===== src/rtl/aes_key_init_ctrl_if.sv =====
// Bundles the software-write, clear, PRNG and key-slot write signals of aes_key_init_ctrl.
// Signal names keep the controller's _i/_o direction suffixes.
interface aes_key_init_ctrl_if #(
  parameter int NumShares = 2,
  parameter int NumWords  = 8
);
  localparam int N      = NumShares * NumWords;
  localparam int ShareW = (NumShares > 1) ? $clog2(NumShares) : 1;
  localparam int IdxW   = (NumWords > 1) ? $clog2(NumWords) : 1;

  logic              sw_req_i;
  logic [ShareW-1:0] sw_share_i;
  logic [IdxW-1:0]   sw_idx_i;
  logic [31:0]       sw_data_i;
  logic              sw_gnt_o;
  logic              clr_i;
  logic              clr_busy_o;
  logic              prng_req_o;
  logic              prng_ack_i;
  logic [31:0]       prng_data_i;
  logic [N-1:0]      key_we_o;
  logic [31:0]       key_wdata_o;
  logic [N-1:0]      written_o;
  logic              key_valid_o;

  modport master (
    output sw_req_i, sw_share_i, sw_idx_i, sw_data_i, clr_i, prng_ack_i, prng_data_i,
    input  sw_gnt_o, clr_busy_o, prng_req_o, key_we_o, key_wdata_o, written_o, key_valid_o
  );

  modport slave (
    input  sw_req_i, sw_share_i, sw_idx_i, sw_data_i, clr_i, prng_ack_i, prng_data_i,
    output sw_gnt_o, clr_busy_o, prng_req_o, key_we_o, key_wdata_o, written_o, key_valid_o
  );
endinterface


===== src/rtl/aes_key_init_ctrl.sv =====
// Key-slot write controller: software loads key words per share; a clear request
// overwrites every slot with PRNG data and invalidates the key.
module aes_key_init_ctrl #(
  parameter int NumShares = 2,
  parameter int NumWords  = 8
) (
  input logic              clk_i,
  input logic              rst_i,
  aes_key_init_ctrl_if.slave bus
);
  localparam int N    = NumShares * NumWords;
  localparam int PtrW = (N > 1) ? $clog2(N) : 1;

  typedef enum logic {
    IDLE  = 1'b0,
    CLEAR = 1'b1
  } state_e;

  state_e          state_q, state_d;
  logic [PtrW-1:0] ptr_q, ptr_d;
  logic [N-1:0]    written_q, written_d;
  logic [N-1:0]    key_we_q, key_we_d;
  logic [31:0]     key_wdata_q, key_wdata_d;
  logic            key_valid_q, key_valid_d;

  // Out-of-range shares (or words) are granted but dropped.
  logic            sw_slot_ok;
  logic [PtrW-1:0] sw_slot;

  always_comb begin
    sw_slot_ok = (int'(bus.sw_share_i) < NumShares) && (int'(bus.sw_idx_i) < NumWords);
    sw_slot    = PtrW'(int'(bus.sw_share_i) * NumWords + int'(bus.sw_idx_i));
  end

  // NOTE: every variable gets a default before the case so no path leaves one
  // unassigned; a missing default would infer a latch.
  always_comb begin
    state_d     = state_q;
    ptr_d       = ptr_q;
    written_d   = written_q;
    key_we_d    = '0;
    key_wdata_d = key_wdata_q;
    bus.sw_gnt_o = 1'b0;

    unique case (state_q)
      IDLE: begin
        bus.sw_gnt_o = ~bus.clr_i;
        if (bus.clr_i) begin
          state_d   = CLEAR;
          ptr_d     = '0;
          written_d = '0;
        end else if (bus.sw_req_i && sw_slot_ok) begin
          key_we_d           = N'(1) << sw_slot;
          key_wdata_d        = bus.sw_data_i;
          written_d[sw_slot] = 1'b1;
        end
      end

      CLEAR: begin
        if (bus.prng_ack_i) begin
          key_we_d    = N'(1) << ptr_q;
          key_wdata_d = bus.prng_data_i;
          if (ptr_q == PtrW'(N - 1)) begin
            ptr_d   = '0;
            state_d = IDLE;
          end else begin
            ptr_d = ptr_q + 1'b1;
          end
        end
      end

      default: state_d = IDLE;
    endcase

    key_valid_d = &written_d;
  end

  // NOTE: state registers use non-blocking assignments so every flop samples
  // the pre-edge values regardless of statement order.
  always_ff @(posedge clk_i) begin
    if (rst_i) begin
      state_q     <= IDLE;
      ptr_q       <= '0;
      written_q   <= '0;
      key_we_q    <= '0;
      key_wdata_q <= '0;
      key_valid_q <= 1'b0;
    end else begin
      state_q     <= state_d;
      ptr_q       <= ptr_d;
      written_q   <= written_d;
      key_we_q    <= key_we_d;
      key_wdata_q <= key_wdata_d;
      key_valid_q <= key_valid_d;
    end
  end

  assign bus.clr_busy_o  = (state_q == CLEAR);
  assign bus.prng_req_o  = (state_q == CLEAR);
  assign bus.key_we_o    = key_we_q;
  assign bus.key_wdata_o = key_wdata_q;
  assign bus.written_o   = written_q;
  assign bus.key_valid_o = key_valid_q;

endmodule


===== src/flat_wrapper.sv =====
// flat-port wrapper written by rule: the top's interface ports become plain ports
module aes_key_init_ctrl_flat 
#(
  parameter int NumShares = 2,
  parameter int NumWords  = 8
)
  (clk_i, rst_i, bus_sw_req_i, bus_sw_share_i, bus_sw_idx_i, bus_sw_data_i, bus_clr_i, bus_prng_ack_i, bus_prng_data_i, bus_sw_gnt_o, bus_clr_busy_o, bus_prng_req_o, bus_key_we_o, bus_key_wdata_o, bus_written_o, bus_key_valid_o);
  aes_key_init_ctrl_if #(.NumShares(NumShares), .NumWords(NumWords)) bus_i ();
  input logic clk_i;
  input logic rst_i;
  input wire logic [$bits(bus_i.sw_req_i)-1:0] bus_sw_req_i;
  input wire logic [$bits(bus_i.sw_share_i)-1:0] bus_sw_share_i;
  input wire logic [$bits(bus_i.sw_idx_i)-1:0] bus_sw_idx_i;
  input wire logic [$bits(bus_i.sw_data_i)-1:0] bus_sw_data_i;
  input wire logic [$bits(bus_i.clr_i)-1:0] bus_clr_i;
  input wire logic [$bits(bus_i.prng_ack_i)-1:0] bus_prng_ack_i;
  input wire logic [$bits(bus_i.prng_data_i)-1:0] bus_prng_data_i;
  output wire logic [$bits(bus_i.sw_gnt_o)-1:0] bus_sw_gnt_o;
  output wire logic [$bits(bus_i.clr_busy_o)-1:0] bus_clr_busy_o;
  output wire logic [$bits(bus_i.prng_req_o)-1:0] bus_prng_req_o;
  output wire logic [$bits(bus_i.key_we_o)-1:0] bus_key_we_o;
  output wire logic [$bits(bus_i.key_wdata_o)-1:0] bus_key_wdata_o;
  output wire logic [$bits(bus_i.written_o)-1:0] bus_written_o;
  output wire logic [$bits(bus_i.key_valid_o)-1:0] bus_key_valid_o;
  assign bus_i.sw_req_i = bus_sw_req_i;
  assign bus_i.sw_share_i = bus_sw_share_i;
  assign bus_i.sw_idx_i = bus_sw_idx_i;
  assign bus_i.sw_data_i = bus_sw_data_i;
  assign bus_i.clr_i = bus_clr_i;
  assign bus_i.prng_ack_i = bus_prng_ack_i;
  assign bus_i.prng_data_i = bus_prng_data_i;
  assign bus_sw_gnt_o = bus_i.sw_gnt_o;
  assign bus_clr_busy_o = bus_i.clr_busy_o;
  assign bus_prng_req_o = bus_i.prng_req_o;
  assign bus_key_we_o = bus_i.key_we_o;
  assign bus_key_wdata_o = bus_i.key_wdata_o;
  assign bus_written_o = bus_i.written_o;
  assign bus_key_valid_o = bus_i.key_valid_o;
  aes_key_init_ctrl #(.NumShares(NumShares), .NumWords(NumWords)) u_core (.clk_i(clk_i), .rst_i(rst_i), .bus(bus_i));
endmodule

===== config.mk =====
export PLATFORM = sky130hd
export DESIGN_NAME = aes_key_init_ctrl_flat
export DESIGN_NICKNAME = d
export VERILOG_FILES = /design/src/rtl/aes_key_init_ctrl_if.sv /design/src/rtl/aes_key_init_ctrl.sv /design/src/flat_wrapper.sv
export SDC_FILE = /design/constraint.sdc
export NUM_CORES = 1
export LEC_CHECK = 0
export ABC_CLOCK_PERIOD_IN_PS = 1520
export BUFFER_PORTS_ARGS = -buffer_cell sky130_fd_sc_hd__buf_2
export CAP_MARGIN = 20
export CELL_PAD_IN_SITES_DETAIL_PLACEMENT = 1
export CELL_PAD_IN_SITES_GLOBAL_PLACEMENT = 1
export CORE_MARGIN = 8
export CORE_UTILIZATION = 30
export CTS_CLUSTER_DIAMETER = 40
export DETAILED_ROUTE_END_ITERATION = 7
export PLACE_DENSITY = 0.87
export RECOVER_POWER = 100
export SYNTH_ARGS = -nofsm -noshare
export SYNTH_HDL_FRONTEND = slang
export SYNTH_SLANG_ARGS = --single-unit

===== constraint.sdc =====
create_clock -name clk_i -period 1.52 [get_ports clk_i]
set_input_delay 0.152 -clock clk_i [delete_from_list [all_inputs] [get_ports clk_i]]
set_output_delay 0.152 -clock clk_i [all_outputs]
set_load 0.01 [all_outputs]

==> results of run 1 <==
==> layer usage <==
layer	wire, µm	global-route usage
met1	4201	0.1614
met2	5094	0.2843
met3	924	0.06929
met4	116	0.05119
met5	0	0
==> layout make-up <==
| cell class | instances | area, µm² | share of cell area |
|---|---|---|---|
| Inverter | 7 | 26.28 | 0.006389 |
| Tap cell | 133 | 166.4 | 0.04046 |
| Timing Repair Buffer | 160 | 838.3 | 0.2038 |
| Antenna cell | 1 | 2.502 | 0.0006085 |
| Clock buffer | 14 | 162.7 | 0.03955 |
| Multi-Input combinational cell | 232 | 1504 | 0.3657 |
| Sequential cell | 70 | 1408 | 0.3423 |
| Clock inverter | 1 | 5.005 | 0.001217 |
==> final timing paths <==
path / from / endpoint / slack (ns) / cells past startpoint
worst max-delay path: u_core.bus.clr_busy_o / u_core.bus.key_valid_o / -0.04 / 5
worst min-delay path: rst_i / u_core.bus.written_o[0] / 0.13 / 3
worst max register to register: u_core.bus.clr_busy_o / u_core.bus.key_valid_o / -0.04 / 5
worst min register to register: u_core.bus.key_wdata_o[11] / u_core.bus.key_wdata_o[11] / 0.50 / 2
==> tightest hold or removal path, stage by stage <==
cell and delay [ns]:
buf_2 0.11, or2_2 0.13, nor2_2 0.05
==> cells in the mapped netlist, drive strengths merged, types with 2 or more instances <==
master,instances,area share
mux2i,34,0.11
nand4,2,0.0041
ha,6,0.025
a32oi,3,0.0087
nand2,6,0.0074
o21ai,3,0.0049
clkbuf,19,0.024
a211oi,32,0.079
nor2,76,0.095
a21o,2,0.0049
a21oi,21,0.035
nand3,7,0.012
nor3,6,0.0099
and4bb,2,0.0082
a22oi,13,0.032
and2,2,0.0041
dfxtp,70,0.46
buf,7,0.014
inv,7,0.0087
nor2b,7,0.014
==> cell usage in the layout (no fill, tap or decap), drive strengths merged <==
cell     synthesis  final
o21ai            3      3
buf              7     96
nand3b           1      1
a22oi           13     13
diode            0      1
and3             1      1
ha               6      6
nor3             6      6
nor4b            1      1
a32oi            3      3
a21o             2      2
and4bb           2      2
a211oi          32     32
nor4             1      1
dfxtp           70     70
a2111oi          1      1
and2             2      2
and4b            1      1
nand4            2      2
bufbuf           0      1
a32o             1      1
inv              7      7
clkbuf          19     77
a31oi            1      1
nand3            7      7
a21oi           21     21
a22o             1      1
or2              1      1
nor2b            7      7
mux2i           34     34
clkinv           0      1
nor2            76     76
nand2            6      6
==> sequential cells by signal, indices dropped and copies added, names as in the netlist <==
signal,cells
u_core.bus.key_wdata_o,32
u_core.bus.written_o,16
u_core.ptr_q,4
u_core.bus.key_we_o,16
u_core.bus.key_valid_o,1
u_core.bus.clr_busy_o,1
==> repair_timing <==
item	CTS	global route
endpoints found under the setup margin	34	45
cloned	1	0
resized for setup	5	6
pin swaps	1	0
hold endpoints to repair	0	0
==> report_power, final <==
group          total, mW  switching [mW]  internal [mW]
Sequential          1.98          0.0543           1.92
Combinational      0.672           0.376          0.296
Clock               1.34           0.668          0.673
Total               3.99            1.10           2.89
==> through the flow <==
step,hold slack [ns],power [mW],util,setup WS [ns],TNS [ns]
after floorplan,0.2890,2.373,-,-0.05970,-1.072
after global placement,0.4569,2.664,0.4063,-0.07105,-0.07105
after detailed placement,0.4891,2.699,0.4063,-0.1040,-0.6531
after CTS,0.1128,4.071,0.4277,-0.05549,-0.1360
after global routing,0.1197,4.223,0.4205,-0.1013,-1.271
final,0.1330,3.991,0.4208,-0.04420,-0.04420
==> logic make-up (layout without fill, tap and decap cells) <==
kind of cell             count (synthesis)  count (layout)  synth area share
adder cells (fa/ha/maj)                  6               6           0.02475
buffers and inverters                   33             182           0.04662
AO/OA/AOI/OAI                           78              78            0.1778
multiplexers                            34              34            0.1122
flip-flops                              70              70            0.4620
AND/OR/NAND/NOR                        114             114            0.1766
other                                    0               1                 0
==> impl_metrics.py, run 1 <==
metrics = {
    "status": {
        "status": "complete, but fails checks",
        "violations": "setup timing",
    },
    "timing": {
        "maxSlewHeadroom": 0.6386,
        "period_share": 1.029,
        "finalClockSkew_ns": 0.007212,
        "hold_violations": 0,
        "worst_pin_slew_ns": 0.5420,
        "rsz0062_at_grt": "true",
        "max_freq_mhz": 639.3,
        "fin_crit_ns": 1.564,
        "setup_viol": 1,
        "slew_viol_final": 0,
        "fin_ws_ns": -0.04420,
    },
    "clocking": {
        "post-cts-setup-buffers": 0,
        "clockBufferDepth": 2,
        "htree_levels": 3,
        "clk_latency_ns": 0.35,
        "cts_hold_buf": 0,
        "cts_tree": "yes",
        "cts_buffers": 9,
        "clock-sinks": 70,
        "clk_pin_slew_worst_paths_ns": 0.07,
        "cts-root-buf": "clkbuf_8",
    },
    "placement": {
        "dp_cells": 601,
        "place_hpwl_mm": 7.959,
        "portBuffers": 140,
        "detailed_place.area_um2": 3971,
        "gp_congestion": 0.7709,
    },
    "worst_setup_path": {
        "crit_chain": "and4bb_4 > nor2_1 > nor4_2 > nand4_1 > a2111oi_2",
        "required_ns": 1.77,
        "start_kind": "flip-flop",
        "path_buf_inv": 0,
        "end_kind": "flip-flop",
        "crit_slowest_cell": "dfxtp_4",
        "worstPathArrival_ns": 1.82,
        "crit_family": "simple AND/OR/NAND/NOR gates",
        "slowest_delay_ns": 0.38,
        "path_max_fanout": 7,
        "crit_type": "flip-flop to flip-flop",
    },
    "synth": {
        "synth_area_um2": 3033,
        "synth.net_count": 414,
        "ys_seq_elements": 70,
        "ys_seq_area_frac": 0.4620,
        "synth_warnings": 0,
        "synth_cell_types": 33,
        "synthFlopType": "dfxtp_1",
        "syn_avg_cell_area_um2": 9.053,
        "synth-edff-count": 0,
        "netlist_instances": 335,
        "synthArstFlopShare": 0,
    },
    "global_route": {
        "grt_pass1_wl_mm": 16.75,
        "antenna_found_initial": 0,
        "grt_pass1_vias": 3408,
        "grt_max_degree": 54,
        "gr-total-overflow": 0,
        "grt_use_total": 0.1582,
    },
    "floorplan": {
        "num_rows": 36,
        "die_height_um": 116.5,
        "core_area_um2": 9774,
        "num_io_pins": 141,
        "floorplan.initialDensity": 0.3103,
        "die_area_um2": 13580,
        "die_width_um": 116.5,
    },
    "pwr": {
        "powerDensity_nw_per_um2": 970.3,
        "p_leak_nw": 1.668,
        "ir_drop_mv": 0.3965,
    },
    "final_layout": {
        "stdcell_count": 618,
        "fin_nets": 559,
        "layout-drive-gt1-share": 0.2562,
        "fill_cells": 1218,
        "syn_to_final_growth_pct": 35.60,
        "final_area_um2": 4113,
    },
    "routing": {
        "ant_nets": 0,
        "vias": 3031,
        "first_pass_iters": 4,
        "first_iter_violations": 82,
        "vias_per_cell": 4.905,
        "drc": 0,
        "detail_route.wl_per_cell_um": 16.72,
        "wirelength_mm": 10.34,
    },
    "worst_hold_path": {
        "hp-class": "primary input to flip-flop",
    },
    "job": {
        "cap_violations": 0,
    },
}
Note: power is estimated with default switching activity, not from simulation.
==> inputs of run 2 (changes only) <==
REMOVE_ABC_BUFFERS = 1   (was not set)
==> run 2 against run 1 <==
Compared with the run above:
- the run still ends with setup timing left
- register-to-register slack improved by 0.04 ns
- sequential cell count did not move
- worst setup slack improved by 0.042 ns
- power rose by 2.0%
- clock power barely moved
- critical path type unchanged
- critical endpoint unchanged
- largest cell class unchanged
==> impl_metrics.py, run 2 (synthesis results as in run 1) <==
metrics = {
    "pwr": {
        "p_clk_frac": 0.333,
        "switchingPower_mw": 1.175,
        "p_sw_frac": 0.2887,
        "p_leak_nw": 1.743,
        "total_power_mw": 4.072,
        "internal_power_mw": 2.897,
        "ir_drop_mv": 0.3856,
        "seqPwrFrac": 0.485,
        "powerDensity_nw_per_um2": 956.7,
        "combinationalPowerShare": 0.182,
    },
    "floorplan": {
        "die_area_um2": 13580,
        "num_io_pins": 141,
        "die_height_um": 116.5,
        "die_width_um": 116.5,
        "core_area_um2": 9774,
        "floorplan.initialDensity": 0.3103,
        "num_rows": 36,
    },
    "placement": {
        "portBuffers": 140,
        "dp_cells": 605,
        "place_hpwl_mm": 7.880,
        "gp_congestion": 0.8593,
        "detailed_place.area_um2": 3986,
        "pre_cts_slack_ns": -0.02529,
    },
    "status": {
        "status": "complete, but fails checks",
        "violations": "setup timing",
    },
    "timing": {
        "hold_violations": 0,
        "max_freq_mhz": 657.1,
        "worst_pin_slew_ns": 0.6042,
        "hold_slack_ns": 0.1177,
        "fin_crit_ns": 1.522,
        "slew_viol_final": 0,
        "setup_viol": 1,
        "rsz0062_at_grt": "true",
        "fin_ws_ns": -0.001795,
        "period_share": 1.001,
        "finalClockSkew_ns": 0.007465,
        "maxSlewHeadroom": 0.5972,
    },
    "clocking": {
        "cts-root-buf": "clkbuf_8",
        "cts_tree": "yes",
        "clock-sinks": 70,
        "clockBufferDepth": 2,
        "clk_pin_slew_worst_paths_ns": 0.08,
        "clk_latency_ns": 0.35,
        "cts_buffers": 9,
        "htree_levels": 3,
        "cts_hold_buf": 0,
    },
    "global_route": {
        "gr-total-overflow": 0,
        "grt_use_total": 0.1572,
        "grt_max_degree": 54,
        "grt_pass1_vias": 3427,
        "antenna_found_initial": 0,
        "grt_pass1_wl_mm": 16.75,
    },
    "worst_setup_path": {
        "start_kind": "flip-flop",
        "worstPathArrival_ns": 1.77,
        "crit_chain": "and4b_2 > buf_6 > nand3_1 > o21ai_0 > nand2_1 > a2111oi_2",
        "end_kind": "flip-flop",
        "crit_slowest_cell": "dfxtp_4",
        "reg2reg_depth": 6,
        "crit_family": "simple AND/OR/NAND/NOR gates",
        "crit_type": "flip-flop to flip-flop",
        "slowest_delay_ns": 0.37,
        "path_buf_inv": 1,
        "path_max_fanout": 6,
        "worstSetupPathDepth": 6,
        "required_ns": 1.77,
    },
    "routing": {
        "vias": 3126,
        "drc": 0,
        "first_iter_violations": 84,
        "vias_per_cell": 4.986,
        "top_layer_used": "met4",
        "detail_route.wl_per_cell_um": 17.08,
        "drt-met1-wl_mm": 4.281,
        "first_pass_iters": 4,
        "route.met2.wl_mm": 5.220,
        "ant_nets": 0,
        "wl_met3_um": 963,
        "wirelength_mm": 10.71,
    },
    "final_layout": {
        "final_area_um2": 4257,
        "mostFrequentLayoutCell": "buf_2",
        "syn_to_final_growth_pct": 40.35,
        "stdcell_count": 627,
        "layout-drive-gt1-share": 0.2895,
        "largest_register_ffs": 32,
        "fin_nets": 568,
        "mostFrequentLayoutCells": "buf_2 (79), nor2_1 (73), dfxtp_1 (68)",
        "antenna_cells": 0,
    },
    "worst_hold_path": {
        "hold_depth": 3,
        "hp-class": "primary input to flip-flop",
    },
    "job": {
        "cap_violations": 0,
    },
}
-- run 2: cell count changes in the layout (fill, tap and decap cells not counted), moves of 2 or more --
cell      change
buf_2         +2
clkinv_4      +2
clkbuf_1      -4
a211oi_2      +6
buf_4         +7
a211oi_1      -6
-- run 2: power by group through the flow --
stage	combinational [mW]	sequential, mW	clock [mW]
floorplan	0.262	2.08	0
global placement	0.659	2.01	0
detailed placement	0.691	2.01	0
CTS	0.744	1.97	1.41
global route	0.810	1.99	1.50
finish	0.739	1.98	1.36
-- run 2: path summary, 6_finish.rpt --
path                            start                        to  slack, ns
max             u_core.bus.clr_busy_o    u_core.bus.key_valid_o     -0.002
min                             rst_i   u_core.bus.written_o[0]       0.12
max reg2reg     u_core.bus.clr_busy_o    u_core.bus.key_valid_o     -0.002
min reg2reg  u_core.bus.written_o[15]  u_core.bus.written_o[15]       0.48
-- run 2: metrics by stage --
| stage | TNS [ns] | util |
|---|---|---|
| finish | -0.001795 | 0.4355 |
| global route | -0.2211 | 0.4355 |
| CTS | -0.01454 | 0.4366 |
| detailed placement | -0.02529 | 0.4078 |
| global placement | 0 | 0.4078 |
| floorplan | -99.69 | - |
-- run 2: timing repair --
action | in CTS | in global routing
pin swaps | 5 | 4
buffers inserted | 3 | 1
resized for setup | 8 | 13
gates cloned | 2 | 0
setup endpoints to repair | 4 | 35
hold endpoints to repair | 0 | 0
-- run 2: final cells by class --
| class | count | area [µm²] |
|---|---|---|
| inverter | 7 | 26.28 |
| fill | 1241 | 5518 |
| multi-input combinational | 232 | 1540 |
| tap | 133 | 166.4 |
| timing repair buffer | 169 | 940.9 |
| clock inverter | 5 | 35.03 |
| clock buffer | 11 | 141.4 |
| sequential | 70 | 1406 |
-- run 2: worst min-delay path: cells and delay by family --
kind,cells,cell delay [ns]
buffers and inverters,1,0.10
and+or+nand+nor,2,0.18
-- run 2: per-layer routing --
layer,vias up,track usage
met1,1470,0.1711
met4,0,0.06997
met3,22,0.05895
met2,134,0.2677
li1,1500,-
met5,-,0
